[src/rtl/counter_pkg.sv]
// Shared types and the step helper for the programmable counter.
// The helper works on a fixed 64-bit container, so counters up to 64 bits wide are supported.
package counter_pkg;

    localparam int MAX_WIDTH = 64;

    typedef logic [MAX_WIDTH-1:0] cnt_t;

    typedef enum logic [1:0] {
        MODE_WRAP     = 2'd0,
        MODE_SATURATE = 2'd1,
        MODE_ONESHOT  = 2'd2,
        MODE_WRAP_ALT = 2'd3
    } mode_t;

    typedef enum logic [1:0] {
        OS_IDLE = 2'd0,
        OS_RUN  = 2'd1,
        OS_DONE = 2'd2
    } os_state_t;

    // One step toward the terminal value. A count above limit is treated as
    // already at terminal on an up-step.
    function automatic cnt_t next_count(
        input cnt_t count,
        input cnt_t limit,
        input logic dir,
        input logic saturate
    );
        cnt_t result;
        if (dir) begin
            if (count >= limit) begin
                result = saturate ? limit : '0;
            end else begin
                result = count + cnt_t'(1);
            end
        end else begin
            if (count == '0) begin
                result = saturate ? '0 : limit;
            end else begin
                result = count - cnt_t'(1);
            end
        end
        return result;
    endfunction

endpackage

[src/rtl/prog_counter_fsm.sv]
// One-shot sequencer: IDLE -> RUN -> DONE -> IDLE, with a restart allowed from DONE.
// Produces the start-point load strobe for the datapath plus registered busy/done.
module prog_counter_fsm
    import counter_pkg::*;
(
    input  logic      i_clk,
    input  logic      i_rst_n,
    input  logic      i_clear,
    input  logic      i_load,
    input  logic      i_oneshot,
    input  logic      i_start,
    input  logic      i_en,
    input  logic      i_reach,
    output os_state_t o_state,
    output logic      o_start_stb,
    output logic      o_busy,
    output logic      o_done
);

    os_state_t state_q, state_d;
    logic      busy_q, busy_d;
    logic      done_q, done_d;
    logic      start_stb;

    always_comb begin
        state_d   = state_q;
        done_d    = 1'b0;
        start_stb = 1'b0;
        if (i_clear || !i_oneshot) begin
            // Leaving one-shot mode abandons the run silently.
            state_d = OS_IDLE;
        end else begin
            case (state_q)
                OS_IDLE: begin
                    if (i_start && !i_load) begin
                        state_d   = OS_RUN;
                        start_stb = 1'b1;
                    end
                end
                OS_RUN: begin
                    if (!i_load && i_en && i_reach) begin
                        state_d = OS_DONE;
                        done_d  = 1'b1;
                    end
                end
                OS_DONE: begin
                    if (i_start && !i_load) begin
                        state_d   = OS_RUN;
                        start_stb = 1'b1;
                    end else begin
                        state_d = OS_IDLE;
                    end
                end
                default: state_d = OS_IDLE;
            endcase
        end
        busy_d = (state_d != OS_IDLE);
    end

    always_ff @(posedge i_clk or negedge i_rst_n) begin
        if (!i_rst_n) begin
            state_q <= OS_IDLE;
            busy_q  <= 1'b0;
            done_q  <= 1'b0;
        end else begin
            state_q <= state_d;
            busy_q  <= busy_d;
            done_q  <= done_d;
        end
    end

    assign o_state     = state_q;
    assign o_start_stb = start_stb;
    assign o_busy      = busy_q;
    assign o_done      = done_q;

endmodule

[src/rtl/prog_counter.sv]
// Programmable up/down counter with wrap, saturate and one-shot modes.
// Priority each cycle: clear > load > start > enabled step. All outputs registered.
module prog_counter
    import counter_pkg::*;
#(
    parameter int WIDTH = 32
) (
    input  logic             i_clk,
    input  logic             i_rst_n,
    input  logic             i_clear,
    input  logic             i_en,
    input  logic             i_dir,
    input  mode_t            i_mode,
    input  logic [WIDTH-1:0] i_limit,
    input  logic             i_load,
    input  logic [WIDTH-1:0] i_load_value,
    input  logic             i_start,
    output logic [WIDTH-1:0] o_count,
    output logic             o_tc,
    output logic             o_busy,
    output logic             o_done
);

    logic [WIDTH-1:0] count_q, count_d;
    logic             tc_q, tc_d;

    cnt_t             count_ext, limit_ext, term_ext, step_ext;
    logic             oneshot, sat_step, at_term, reach;
    logic [WIDTH-1:0] load_clamped, start_point;
    os_state_t        os_state;
    logic             start_stb;

    always_comb begin
        oneshot      = (i_mode == MODE_ONESHOT);
        sat_step     = oneshot || (i_mode == MODE_SATURATE);
        count_ext    = cnt_t'(count_q);
        limit_ext    = cnt_t'(i_limit);
        term_ext     = i_dir ? limit_ext : '0;
        step_ext     = next_count(count_ext, limit_ext, i_dir, sat_step);
        at_term      = i_dir ? (count_ext >= limit_ext) : (count_ext == '0);
        reach        = (step_ext == term_ext);
        load_clamped = (i_load_value > i_limit) ? i_limit : i_load_value;
        start_point  = i_dir ? '0 : i_limit;
    end

    prog_counter_fsm u_fsm (
        .i_clk       (i_clk),
        .i_rst_n     (i_rst_n),
        .i_clear     (i_clear),
        .i_load      (i_load),
        .i_oneshot   (oneshot),
        .i_start     (i_start),
        .i_en        (i_en),
        .i_reach     (reach),
        .o_state     (os_state),
        .o_start_stb (start_stb),
        .o_busy      (o_busy),
        .o_done      (o_done)
    );

    always_comb begin
        count_d = count_q;
        tc_d    = 1'b0;
        if (i_clear) begin
            count_d = '0;
        end else if (i_load) begin
            count_d = load_clamped;
        end else if (oneshot) begin
            if (start_stb) begin
                count_d = start_point;
            end else if (os_state == OS_RUN && i_en) begin
                count_d = step_ext[WIDTH-1:0];
                tc_d    = reach;
            end
        end else if (os_state == OS_IDLE && i_en) begin
            // A one-shot run still unwinding after a mode change holds the count.
            count_d = step_ext[WIDTH-1:0];
            if (sat_step) begin
                tc_d = reach && (count_ext != term_ext);
            end else begin
                tc_d = at_term;
            end
        end
    end

    always_ff @(posedge i_clk or negedge i_rst_n) begin
        if (!i_rst_n) begin
            count_q <= '0;
            tc_q    <= 1'b0;
        end else begin
            count_q <= count_d;
            tc_q    <= tc_d;
        end
    end

    assign o_count = count_q;
    assign o_tc    = tc_q;

endmodule

[config.mk]
export PLATFORM = sky130hd
export DESIGN_NAME = prog_counter
export DESIGN_NICKNAME = d
export VERILOG_FILES = /design/src/rtl/counter_pkg.sv /design/src/rtl/prog_counter_fsm.sv /design/src/rtl/prog_counter.sv
export SDC_FILE = /design/constraint.sdc
export NUM_CORES = 1
export LEC_CHECK = 0
export ABC_AREA = 1
export CORE_ASPECT_RATIO = 1.2
export CORE_MARGIN = 2
export CORE_UTILIZATION = 25
export CTS_CLUSTER_DIAMETER = 30
export DETAILED_ROUTE_END_ITERATION = 12
export GPL_ROUTABILITY_DRIVEN = 1
export HOLD_SLACK_MARGIN = 0.03
export PLACE_DENSITY = 0.43
export SLEW_MARGIN = 30
export SYNTH_ARGS = -nofsm -noshare
export SYNTH_HDL_FRONTEND = slang
export SYNTH_HIERARCHICAL = 1
export SYNTH_SLANG_ARGS = --single-unit
[constraint.sdc]
create_clock -name i_clk -period 4 [get_ports i_clk]
set_input_delay 0.8 -clock i_clk [delete_from_list [all_inputs] [get_ports i_clk]]
set_output_delay 0.8 -clock i_clk [all_outputs]
set_load 0.005 [all_outputs]
Yosys cells after proc, flatten, opt, wreduce, memory -nomap -nowiden
Cells that the tools add are included.
- add/sub/neg operators: 2
- order comparisons: 2
- eq/ne operators: 7
- muxes and demuxes: 33
- reductions and logical operators: 16
- operator list (operator ; number):
    2-to-1 mux 32 bit ; 11
    2-to-1 mux 64 bit ; 2
    equality test 64 x 32 -> 1 bit ; 1
    adder 32 x 1 -> 33 bit (second input constant) ; 1
    2-to-1 mux 33 bit ; 1
    subtractor 32 x 1 -> 33 bit (second input constant) ; 1
    greater-or-equal comparator 32 bit ; 1
    greater-than comparator 32 bit ; 1
    zero test 32 bit ; 1
    inequality test 32 bit ; 1
    2-to-1 mux 1 bit ; 15
    logical AND 1 bit ; 6
    2-to-1 mux 2 bit ; 3
    case mux 2 bit (3 select lines) ; 1
    inequality test 5 bit (second input constant) ; 1
    equality test 2 x 1 -> 1 bit (second input constant) ; 2
    equality test 2 bit (second input constant) ; 2
    nonzero test 4 bit ; 1
    zero test 1 bit ; 2
    zero test 2 bit ; 1
    logical OR 1 bit ; 2
    AND reduction 2 bit ; 1
    nonzero test 2 bit ; 1
    OR reduction 2 bit ; 1
- bits in registers: 37
- output and inout bits: 35
- word-level logic and storage cells: 65

Longest topological paths before layout
- depth in word-level cells: 12
- gate-level depth with buffers: 27

Cells and area by module
The synthesis kept the hierarchy.
- modules (own cells, without submodules) (module ; times used ; cells each ; area an instance (um^2) ; sequential area each (um^2)):
    prog_counter ; 1 ; 1421 ; 8101.5 ; 825.8
    prog_counter_fsm ; 1 ; 19 ; 182.7 ; 100.1

Least setup slack after synthesis
Ideal clock, no wire load.
- kind: input to register
- from: input port i_limit[15]
- to: register u_fsm.state_q[0], in the netlist u_fsm/o_state[0]
- setup time: 0.117 ns
- arrival: 3.029 ns
- path slack: 0.854 ns
- stages on the path: 20
- path buffers: 1
- path through: inv_1 > ha_1 > a21o_1 > nor2_1 > nand2_1 > nor2_1 > nand2_1 > nand2_2 > buf_1 > nand3_1 > nand3_1 > nand2_1 > nand2_1 > nand3_1 > nor2_1 > nand2_1 > nor4_1 > nand3_1 > nand3_1 > nand2_1
- cells in the longest elaborated chain, start to end: 8
- elaborated cells on any way between the ends: 12
- those cells by class: order compare: 1; eq/ne: 1; mux: 9; reduce/logical: 1
- ends and longest elaborated chain (element ; RTL line ; RTL):
    start, declared ; prog_counter.sv:14 ; input logic [WIDTH-1:0] i_limit,
    greater-or-equal comparator 32 bit (tied with other cells) ; counter_pkg.sv:32 ; if (count >= limit) begin
    2-to-1 mux 33 bit / 2-to-1 mux 64 bit (equally long branches) ; counter_pkg.sv:32, counter_pkg.sv:38 ;
    2-to-1 mux 64 bit ; counter_pkg.sv:31 ; if (dir) begin
    equality test 64 x 32 -> 1 bit (*) ; prog_counter.sv:41 ; reach = (step_ext == term_ext);
    via reach ; prog_counter.sv:28 ; logic oneshot, sat_step, at_term, reach;
    logical AND 1 bit (*) ; prog_counter_fsm.sv:41 ; if (!i_load && i_en && i_reach) begin
    2-to-1 mux 2 bit (*) ; prog_counter_fsm.sv:41 ;
    case mux 2 bit (3 select lines) (*) ; prog_counter_fsm.sv:33 ; case (state_q)
    2-to-1 mux 2 bit (*) ; prog_counter_fsm.sv:29 ; if (i_clear || !i_oneshot) begin
    via u_fsm.state_d[0] ; prog_counter_fsm.sv:20 ; os_state_t state_q, state_d;
    end signal, assigned ; prog_counter_fsm.sv:66 ; state_q <= state_d;
    end, declared ; prog_counter_fsm.sv:20 ;
The timed path passes the listed nets; every way through them passes the cells marked *.
A chain may end at the register's enable or synchronous reset.

Worst setup path after layout
- from: input port i_limit[1]
- to: register u_fsm.state_q[0], in the netlist u_fsm/o_state[0]
Same word-level chain as after synthesis.

==> results by group <==
Route
  – Antenna viol nets, final: 0
  – Via/cell ratio: 5.23
  – Uppermost routed layer: met4
  – DRT Pass-1 Iters: 5
  – Drc violations: 0
  – Metal-1 WL: 19900 um
  – DR iter-0 viols: 961
  – Vias after detailed routing: 10900
  – Routed WL: 45500 um
  – Met2 WL: 21500 um
  – Wire length per cell: 21.9 um
  – Met3 wire length: 2540 um

GRT
  – Initial antenna violation count: 0
  – Grt ovf: 0
  – First-pass GRT wire length: 66900 um
  – Total global-route track usage: 26.0%
  – Vias in the first global route: 10500
  – Largest net degree at the start of global routing: 61

Setup path
  – Buffers & Inverters on Critical Path: 5
  – Critical path arrival: 4.07 ns
  – Crit path max fanout: 8
  – Most frequent CP cell: nand2_1
  – Worst Setup Path Type: input port to flip-flop
  – Delay-heaviest family, CP: simple AND/OR/NAND/NOR gates
  – CP startpoint kind: input port
  – Data required time at the worst endpoint: 4.21 ns
  – Crit path max-delay cell type: clkdlybuf4s50_1
  – Worst path max stage delay: 0.51 ns
  – Endpoint type of the worst setup path: flip-flop

CTS
  – Clock latency on the worst-skew pair: 0.31 ns
  – CTS H-tree lvls: 2
  – CTS Buffer Depth: 2
  – CTS Buf Count: 5
  – Clk sinks: 37
  – Clock transition at path regs: 0.07 ns
  – Clock root cell: clkbuf_16
  – CTS tree: yes

Cells and area
  – Final Util: 35.6%
  – ANT cells: 0
  – Area Growth Syn to Fin: 41.2%
  – Finished Cell Area: 11700 sq um
  – NumNets Final: 1808
  – Finished Layout Cells: 2079
  – Filler cells: 3701
  – Layout cells sized above 1: 19.6%

Place
  – PortBufs: 107
  – Dpl hpwl: 36900 um
  – DP Cell Count: 2068
  – Routability cong.: 0.971
  – Placed inst area: 11000 sq um
  – Worst setup slack after placement: -0.784 ns

Synthesis
  – Post-synth EDFFs: 0
  – Synth Net Count: 1581
  – Seq/Total Area, Yosys: 11.2%
  – Post-synthesis cell area: 8280 sq um
  – Avg Cell Area, Syn: 5.75 sq um
  – Register bit total from synthesis: 37
  – Unique cell type count in the Yosys netlist: 49
  – Area contributors post-synth: nand2_1 (18%), dfrtp_1 (11%), ha_1 (10%), nand3_1 (8.9%), xor2_1 (6.2%)
  – Post-synth top cells: nand2_1 (405), nand3_1 (148), inv_1 (136), nor2_1 (136), o21ai_0 (84)
  – Largest area contributor in the netlist: nand2_1
  – Yosys warnings: 6
  – Synth Flop Type: dfrtp_1
  – Top cell type's share of synthesized area: 18.4%
  – Top-count cell post-synth: nand2_1
  – Ys async rst share: 100%
  – Cell count after synthesis: 1440

Timing
  – Final setup viols: 0
  – Setup ws final: 0.139 ns
  – Setup tns final: 0 ns
  – Slew Limit Fails: 0
  – Worst-Margin Slew: 0.604 ns
  – Final worst-path cycle share: 96.5%
  – Relative slew slack: 59.7%
  – Final min period: 3.86 ns
  – Clk_skew: 0.00693 ns
  – Final Hold Fails: 0
  – Max frequency: 259 MHz

Floorplanning
  – # rows: 73
  – Initial Util: 25.2%
  – DIE HEIGHT: 203 um
  – Die width: 170 um
  – Io pins: 108
  – Area of the core: 32900 sq um
  – Total die area: 34600 sq um

Worst hold path
  – Hold crit path type: input port to asynchronous set/reset pin

Pwr
  – P per Cell Area: 260 nW/um^2
  – Pleak: 0.00574 uW
  – Peak VDD IR: 0.000159 V

Flow run
  – Max_cap viols: 0

Run status
  – Outcome: complete, no violations
==> per-layer routing <==
metal | track usage (%) | up-vias
li1 | - | 5260
met1 | 34.9 | 5161
met2 | 43.6 | 379
met3 | 2.23 | 78
met4 | 8.70 | 0
met5 | 0 | -
==> metrics by stage <==
stage               hold slack, ns  power [uW]
floorplan                    0.504        1480
global placement             0.588        2430
detailed placement           0.593        2420
CTS                          0.505        2970
global route                 0.531        3240
finish                       0.487        3050
==> where the power goes <==
group	internal, uW	switching (uW)
logic	851	1210
clock network	291	197
registers	414	79.6
total	1560	1490
==> worst paths after layout <==
check / startpoint / endpoint / slack [ns] / depth (start not counted)
max in group asynchronous: i_rst_n / o_count[8] / 3.09 / 1
setup reg to reg: o_count[18] / u_fsm/o_state[0] / 0.47 / 18
hold / removal: i_rst_n / o_count[20] / 0.49 / 1
hold reg to reg: o_count[20] / o_count[20] / 0.60 / 2
setup / recovery: i_limit[1] / u_fsm/o_state[0] / 0.14 / 26
min in group i_clk: o_count[20] / o_count[20] / 0.60 / 2
==> state kept, by name, indices dropped and copies added, names as in the netlist <==
signal	count
u_fsm/o_busy	1
u_fsm/o_done	1
o_count	32
o_tc	1
u_fsm/o_state	2
==> cell usage in the layout (no fill, tap or decap), drive strengths merged, types with 6 or more instances in the layout <==
| cell | count |
|---|---|
| a21oi | 78 |
| buf | 191 |
| clkdlybuf4s50 | 83 |
| clkinv | 6 |
| dfrtp | 37 |
| dlymetal6s2s | 22 |
| ha | 68 |
| inv | 144 |
| nand2 | 416 |
| nand3 | 153 |
| nand3b | 15 |
| nand4 | 32 |
| nor2 | 161 |
| nor3 | 28 |
| nor4 | 6 |
| o211ai | 7 |
| o21ai | 95 |
| o22ai | 8 |
| o311ai | 28 |
| xor2 | 59 |
==> layout make-up <==
type                            count  area (sq um)  share of cell area (%)
Multi-Input combinational cell   1177          6800                    58.1
Tap cell                          412           515                    4.41
Timing Repair Buffer              297          2740                    23.4
Inverter                          149           561                    4.79
Clock inverter                      2          35.0                   0.299
Sequential cell                    37           926                    7.91
Clock buffer                        5           125                    1.07
==> what timing repair did <==
action / in CTS / in global routing
resized for setup: 30 / 81
endpoints found under the hold margin: 0 / 0
cloned: 1 / 0
hold buffers: 0 / 0
pin swaps: 13 / 28
setup endpoints to repair: 4 / 3
buffers inserted: 2 / 1
==> cells by family after synthesis <==
family | share of synthesized area, %
DFF | 11.2
xor gates and xnor gates | 6.45
and+or+nand+nor | 43.9
buffers and inverters | 11.3
adders and majority gates | 10.3
AOI/OAI and AO/OA | 16.9
Power figures use the tool's default switching activity.
